===== src/rtl/scaler_h_ctrl_if.sv =====
// scaler_h_ctrl_if: scale-step configuration handshake between the register
// interface (master) and scaler_h_ctrl (slave).
`timescale 1ns/1ps
interface scaler_h_ctrl_if #(
  parameter int unsigned STEP_WIDTH = 16
);
  logic [STEP_WIDTH-1:0] cfg_step_i;
  logic                  cfg_valid_i;
  logic                  cfg_ready_o;
  logic                  cfg_ack_o;

  modport master (
    output cfg_step_i, cfg_valid_i,
    input  cfg_ready_o, cfg_ack_o
  );

  modport slave (
    input  cfg_step_i, cfg_valid_i,
    output cfg_ready_o, cfg_ack_o
  );
endinterface


===== src/rtl/scaler_h_ctrl.sv =====
// scaler_h_ctrl: control and sequencing for scaler_h.
// Holds scale-step requests in a shadow register and commits them only during
// vertical blanking with the scaler drained. Optional statistics (per-line
// pixel counts, line count, frame pulse, width-change errors) are built when
// SCALER_H_CTRL_STATS_EN is defined; otherwise those outputs read 0.
`timescale 1ns/1ps
module scaler_h_ctrl #(
  parameter int unsigned STEP       = 4096,
  parameter int unsigned STEP_WIDTH = 16,
  parameter int unsigned STEP_MIN   = 1024,
  parameter int unsigned STEP_MAX   = 16383,
  parameter int unsigned CNT_WIDTH  = 13
) (
  input  logic                  clk,
  input  logic                  rst,
  scaler_h_ctrl_if.slave        cfg,
  input  logic                  hs_i,
  input  logic                  vs_i,
  input  logic                  de_i,
  input  logic                  hs_s_i,
  input  logic                  de_s_i,
  output logic [STEP_WIDTH-1:0] scale_step_o,
  output logic [CNT_WIDTH-1:0]  in_width_o,
  output logic [CNT_WIDTH-1:0]  out_width_o,
  output logic [CNT_WIDTH-1:0]  lines_o,
  output logic                  frame_done_o,
  output logic [2:0]            err_o
);

  typedef enum logic [1:0] {IDLE, PENDING, APPLY} state_t;

  state_t                state;
  logic [STEP_WIDTH-1:0] shadow;
  logic                  commit_ok_q;
  logic                  first_q;
  logic                  err_step;
  logic                  step_legal;

  assign step_legal = (cfg.cfg_step_i >= STEP_WIDTH'(STEP_MIN)) &&
                      (cfg.cfg_step_i <= STEP_WIDTH'(STEP_MAX));

  // Safe-commit condition registered once: vblank, scaler output drained
  always_ff @(posedge clk or negedge rst) begin
    if (!rst) commit_ok_q <= 1'b0;
    else      commit_ok_q <= vs_i && hs_s_i && !de_s_i && !de_i;
  end

  // Config FSM with registered ready/ack/step outputs
  always_ff @(posedge clk or negedge rst) begin
    if (!rst) begin
      state           <= IDLE;
      shadow          <= '0;
      first_q         <= 1'b0;
      err_step        <= 1'b0;
      scale_step_o    <= STEP_WIDTH'(STEP);
      cfg.cfg_ready_o <= 1'b1;
      cfg.cfg_ack_o   <= 1'b0;
    end else begin
      cfg.cfg_ack_o <= 1'b0;
      case (state)
        IDLE: begin
          if (cfg.cfg_valid_i && cfg.cfg_ready_o) begin
            if (step_legal) begin
              shadow          <= cfg.cfg_step_i;
              first_q         <= 1'b1;
              cfg.cfg_ready_o <= 1'b0;
              state           <= PENDING;
            end else begin
              err_step <= 1'b1;
            end
          end
        end
        PENDING: begin
          // commit_ok_q in the first PENDING cycle reflects the accept
          // cycle itself, so it is skipped; the earliest usable sample is
          // the cycle after accept, giving a 2-cycle minimum latency.
          first_q <= 1'b0;
          if (!first_q && commit_ok_q) begin
            scale_step_o  <= shadow;
            cfg.cfg_ack_o <= 1'b1;
            state         <= APPLY;
          end
        end
        APPLY: begin
          cfg.cfg_ready_o <= 1'b1;
          state           <= IDLE;
        end
        default: state <= IDLE;
      endcase
    end
  end

`ifdef SCALER_H_CTRL_STATS_EN
  logic                 hs_q, vs_q, hs_s_q;
  logic                 hs_rise, hs_s_rise, vs_rise, vs_fall;
  logic [CNT_WIDTH-1:0] in_cnt, out_cnt, line_cnt, in_ref, out_ref;
  logic                 in_first, out_first, err_in, err_out;

  assign hs_rise   = hs_i && !hs_q;
  assign hs_s_rise = hs_s_i && !hs_s_q;
  assign vs_rise   = vs_i && !vs_q;
  assign vs_fall   = !vs_i && vs_q;

  // Sync history for edge detection; resets to blanking so no edge fires at start
  always_ff @(posedge clk or negedge rst) begin
    if (!rst) begin
      hs_q   <= 1'b1;
      vs_q   <= 1'b1;
      hs_s_q <= 1'b1;
    end else begin
      hs_q   <= hs_i;
      vs_q   <= vs_i;
      hs_s_q <= hs_s_i;
    end
  end

  // Input pixel counter, line width capture and in-frame width check
  always_ff @(posedge clk or negedge rst) begin
    if (!rst) begin
      in_cnt     <= '0;
      in_width_o <= '0;
      in_ref     <= '0;
      in_first   <= 1'b1;
      err_in     <= 1'b0;
    end else begin
      if (hs_rise) begin
        in_width_o <= in_cnt;
        in_cnt     <= '0;
        if (!vs_i) begin
          if (in_first) begin
            in_ref   <= in_cnt;
            in_first <= 1'b0;
          end else if (in_cnt != in_ref) begin
            err_in <= 1'b1;
          end
        end
      end else if (!hs_i && de_i && in_cnt != '1) begin
        in_cnt <= in_cnt + CNT_WIDTH'(1);
      end
      if (vs_rise) in_first <= 1'b1;
    end
  end

  // Output pixel counter; lines with no output data (blanking still
  // draining through the scaler) are not used as width reference or checked
  always_ff @(posedge clk or negedge rst) begin
    if (!rst) begin
      out_cnt     <= '0;
      out_width_o <= '0;
      out_ref     <= '0;
      out_first   <= 1'b1;
      err_out     <= 1'b0;
    end else begin
      if (hs_s_rise) begin
        out_width_o <= out_cnt;
        out_cnt     <= '0;
        if (!vs_i && out_cnt != '0) begin
          if (out_first) begin
            out_ref   <= out_cnt;
            out_first <= 1'b0;
          end else if (out_cnt != out_ref) begin
            err_out <= 1'b1;
          end
        end
      end else if (!hs_s_i && de_s_i && out_cnt != '1) begin
        out_cnt <= out_cnt + CNT_WIDTH'(1);
      end
      if (vs_rise) out_first <= 1'b1;
    end
  end

  // Line counter, frame line count capture and frame-done pulse
  always_ff @(posedge clk or negedge rst) begin
    if (!rst) begin
      line_cnt     <= '0;
      lines_o      <= '0;
      frame_done_o <= 1'b0;
    end else begin
      frame_done_o <= vs_rise;
      if (vs_rise) lines_o <= line_cnt;
      if (vs_fall) line_cnt <= '0;
      else if (hs_rise && !vs_i && line_cnt != '1) line_cnt <= line_cnt + CNT_WIDTH'(1);
    end
  end

  assign err_o = {err_out, err_in, err_step};
`else
  logic unused_hs;
  assign unused_hs    = hs_i;
  assign in_width_o   = '0;
  assign out_width_o  = '0;
  assign lines_o      = '0;
  assign frame_done_o = 1'b0;
  assign err_o        = {2'b00, err_step};
`endif

endmodule


===== src/flat_wrapper.sv =====
// flat-port wrapper written by rule: the top's interface ports become plain ports
module scaler_h_ctrl_flat 
#(
  parameter int unsigned STEP       = 4096,
  parameter int unsigned STEP_WIDTH = 16,
  parameter int unsigned STEP_MIN   = 1024,
  parameter int unsigned STEP_MAX   = 16383,
  parameter int unsigned CNT_WIDTH  = 13
)
  (clk, rst, hs_i, vs_i, de_i, hs_s_i, de_s_i, scale_step_o, in_width_o, out_width_o, lines_o, frame_done_o, err_o, cfg_cfg_step_i, cfg_cfg_valid_i, cfg_cfg_ready_o, cfg_cfg_ack_o);
  scaler_h_ctrl_if #(.STEP_WIDTH(STEP_WIDTH)) cfg_i ();
  input  logic clk;
  input  logic rst;
  input  logic hs_i;
  input  logic vs_i;
  input  logic de_i;
  input  logic hs_s_i;
  input  logic de_s_i;
  output logic [STEP_WIDTH-1:0] scale_step_o;
  output logic [CNT_WIDTH-1:0] in_width_o;
  output logic [CNT_WIDTH-1:0] out_width_o;
  output logic [CNT_WIDTH-1:0] lines_o;
  output logic frame_done_o;
  output logic [2:0] err_o;
  input wire logic [$bits(cfg_i.cfg_step_i)-1:0] cfg_cfg_step_i;
  input wire logic [$bits(cfg_i.cfg_valid_i)-1:0] cfg_cfg_valid_i;
  output wire logic [$bits(cfg_i.cfg_ready_o)-1:0] cfg_cfg_ready_o;
  output wire logic [$bits(cfg_i.cfg_ack_o)-1:0] cfg_cfg_ack_o;
  assign cfg_i.cfg_step_i = cfg_cfg_step_i;
  assign cfg_i.cfg_valid_i = cfg_cfg_valid_i;
  assign cfg_cfg_ready_o = cfg_i.cfg_ready_o;
  assign cfg_cfg_ack_o = cfg_i.cfg_ack_o;
  scaler_h_ctrl #(.STEP(STEP), .STEP_WIDTH(STEP_WIDTH), .STEP_MIN(STEP_MIN), .STEP_MAX(STEP_MAX), .CNT_WIDTH(CNT_WIDTH)) u_core (.clk(clk), .rst(rst), .cfg(cfg_i), .hs_i(hs_i), .vs_i(vs_i), .de_i(de_i), .hs_s_i(hs_s_i), .de_s_i(de_s_i), .scale_step_o(scale_step_o), .in_width_o(in_width_o), .out_width_o(out_width_o), .lines_o(lines_o), .frame_done_o(frame_done_o), .err_o(err_o));
endmodule

===== config.mk =====
export PLATFORM = sky130hd
export DESIGN_NAME = scaler_h_ctrl_flat
export DESIGN_NICKNAME = d
export VERILOG_FILES = /design/src/rtl/scaler_h_ctrl_if.sv /design/src/rtl/scaler_h_ctrl.sv /design/src/flat_wrapper.sv
export SDC_FILE = /design/constraint.sdc
export NUM_CORES = 1
export LEC_CHECK = 0
export CORE_UTILIZATION = 44
export DETAILED_ROUTE_END_ITERATION = 6
export PLACE_DENSITY = 0.91
export SLEW_MARGIN = 5
export SYNTH_ARGS = -nofsm -noshare
export SYNTH_HDL_FRONTEND = slang
export SYNTH_SLANG_ARGS = --single-unit

===== constraint.sdc =====
create_clock -name clk -period 2.3 [get_ports clk]
set_input_delay 0.345 -clock clk [delete_from_list [all_inputs] [get_ports clk]]
set_output_delay 0.345 -clock clk [all_outputs]
set_load 0.02 [all_outputs]

==> impl_metrics.env <==
export IMPL_wire_per_inst_um=11.7
export IMPL_fin_worst_skew_ns=0.00410
export IMPL_viasPerCell=4.18
export IMPL_synth_cell_types=22
export IMPL_period_share_pct=80.7
export IMPL_grt_start_max_net_pins=40
export IMPL_ant_nets=0
export IMPL_fmax_mhz=539
export IMPL_ctsLongestPathBuffers=2
export IMPL_end_kind="register"
export IMPL_yosysSeqAreaShare_pct=53.6
export IMPL_reg2reg_depth=3
export IMPL_nNetsFinal=204
export IMPL_grtUsageMet2_pct=21.7
export IMPL_drcViolationCount=0
export IMPL_hold_class="in -> async"
export IMPL_grt_use_met3_pct=3.97
export IMPL_rsz0062_at_grt="no"
export IMPL_antenna_found_initial=0
export IMPL_core_sq_um=4000
export IMPL_fp_row_count=23
export IMPL_io_pins=85
export IMPL_insertedDiodeCount=0
export IMPL_clock_latency_ns=0.28
export IMPL_hpwl_um=1950
export IMPL_htreeDepth=2
export IMPL_grt_busiest_layer="met2"
export IMPL_io_buffer_count=41
export IMPL_total_power_uw=2290
export IMPL_cts_resized=0
export IMPL_grt_pass1_wl_um=4320
export IMPL_cts_buffers=5
export IMPL_synthesis_area_sq_um=1830
export IMPL_p_leak_uw=0.00109
export IMPL_overflow=0
export IMPL_slew_viol_final=0
export IMPL_p_per_area_nw_per_um2=1030
export IMPL_syn_inst=135
export IMPL_yosysWarnings=0
export IMPL_relSlewSlack_pct=43.9
export IMPL_cp_data_required_time_ns=2.47
export IMPL_cts_root_buf="clkbuf_8"
export IMPL_fin_tns_setup_ns=0
export IMPL_area_delta_synth_final_pct=22.0
export IMPL_setup_violations=0
export IMPL_synth_edf_count=0
export IMPL_die_x_um=66.4
export IMPL_cts_sinks=39
export IMPL_dieArea_sq_um=4410
export IMPL_outcome="finished, final reports clean"
export IMPL_ys_ff_latch=39
export IMPL_grt_pass1_vias=910
export IMPL_clkTransAtPathRegs_ns=0.07
export IMPL_ir_drop_v=0.000589
export IMPL_vias=966
export IMPL_drive_above_1_share_pct=26.5
export IMPL_synth_avg_cell_area_sq_um=13.5
export IMPL_hold_viol=0
export IMPL_drtIter0Drc=52
export IMPL_dr_pass1_iters=3
export IMPL_synthFlopType="dfrtp_1"
export IMPL_cts_setup_buffers=0
export IMPL_dp_cells=223
export IMPL_async_flop_share_pct=100
export IMPL_wirelength_um=2700
export IMPL_fin_cells=231
export IMPL_fin_util_pct=55.7
export IMPL_crit_fanout=19
export IMPL_fin_crit_ns=1.86
export IMPL_whs_ns=0.160
export IMPL_cap_viol_max_count=0
export IMPL_gp_congestion=0.724
export IMPL_die_h_um=66.4
export IMPL_cts_tree="yes"
export IMPL_gr_usage_all_layers_pct=13.6
export IMPL_tightest_slew_ns=0.842
export IMPL_grt_use_met1_pct=16.3
export IMPL_hold_buffers=0
export IMPL_crit_type="in -> reg"
export IMPL_start_util_pct=45.6
export IMPL_startpoint_type="input port"
export IMPL_arrival_ns=2.03
[layout by cell type, fill, tap and decap left out, types with 2 or more instances in the layout]
cell type         n
mux2_2           25
inv_1             2
clkbuf_8          6
buf_4             2
nand2_1           2
mux2_4            5
clkdlybuf4s50_1  40
dfstp_2           2
nor2b_1           3
and2_2            2
dfrtp_1          37
conb_1           42
[kinds of logic (layout without fill, tap and decap cells)]
group	count (synthesis)	after routing	share of synthesized area, %
AND/OR/NAND/NOR	13	13	5.35
flip-flops	39	39	53.6
multiplexers	30	30	19.5
buffers and inverters	48	53	19.7
other	1	42	0.205
AO/OA/AOI/OAI	4	4	1.58
[final timing paths]
kind | slack, ns | from | endpoint
max reg2reg | 0.70 | u_core.cfg.cfg_ready_o | u_core.shadow[4]
min reg2reg | 0.48 | u_core.err_step | u_core.err_step
min in group clk | 0.48 | u_core.err_step | u_core.err_step
min | 0.16 | rst | u_core.state[1]
max | 0.44 | cfg_cfg_step_i[12] | u_core.shadow[3]
max in group asynchronous | 1.61 | rst | u_core.scale_step_o[10]
[metrics by stage]
stage          area (sq um)  worst slack (ns)
6_report               2230             0.443
5_1_grt                2230             0.418
4_1_cts                2230             0.438
3_5_place_dp           2110             0.126
3_3_place_gp           2110             0.160
2_1_floorplan          1980             0.706
[power breakdown]
part,switching (uW),internal [uW]
registers,108,914
clock network,220,351
logic,314,379
[state kept, by name (all words and copies together) (netlist names)]
signal and cells:
u_core.commit_ok_q 1, u_core.cfg.cfg_ready_o 1, u_core.cfg.cfg_ack_o 1, u_core.scale_step_o 16, u_core.state 2, u_core.shadow 16
u_core.first_q 1, u_core.err_step 1
[synthesized netlist by cell type, types with 2 or more instances]
cell type / count / area (sq um)
dfrtp_1: 37 / 926
dfstp_2: 2 / 52.6
and2_2: 2 / 15.0
buf_4: 43 / 323
nor2b_1: 3 / 18.8
nand2_1: 2 / 7.51
mux2_4: 5 / 75.1
mux2_2: 25 / 282
buf_2: 2 / 10.0
inv_1: 2 / 7.51
[area by class of cell]
class	count	area, sq um
Clock buffer	6	82.6
Clock inverter	2	35.0
Fill cell	368	1770
Inverter	2	7.51
Timing Repair Buffer	43	420
Sequential cell	39	978
Multi-Input combinational cell	89	641
Tap cell	50	62.6
[worst max-delay path, stage by stage]
cell	delay [ns]
clkdlybuf4s50_1	0.44
or4_4	0.56
nand3_4	0.29
mux2_2	0.39
[metal layers]
layer	vias up	wire [um]
li1	450	-
met1	462	1130
met2	48	1340
met3	6	166
met4	0	61
met5	-	0
No activity file was read; power rests on OpenSTA's default activity.
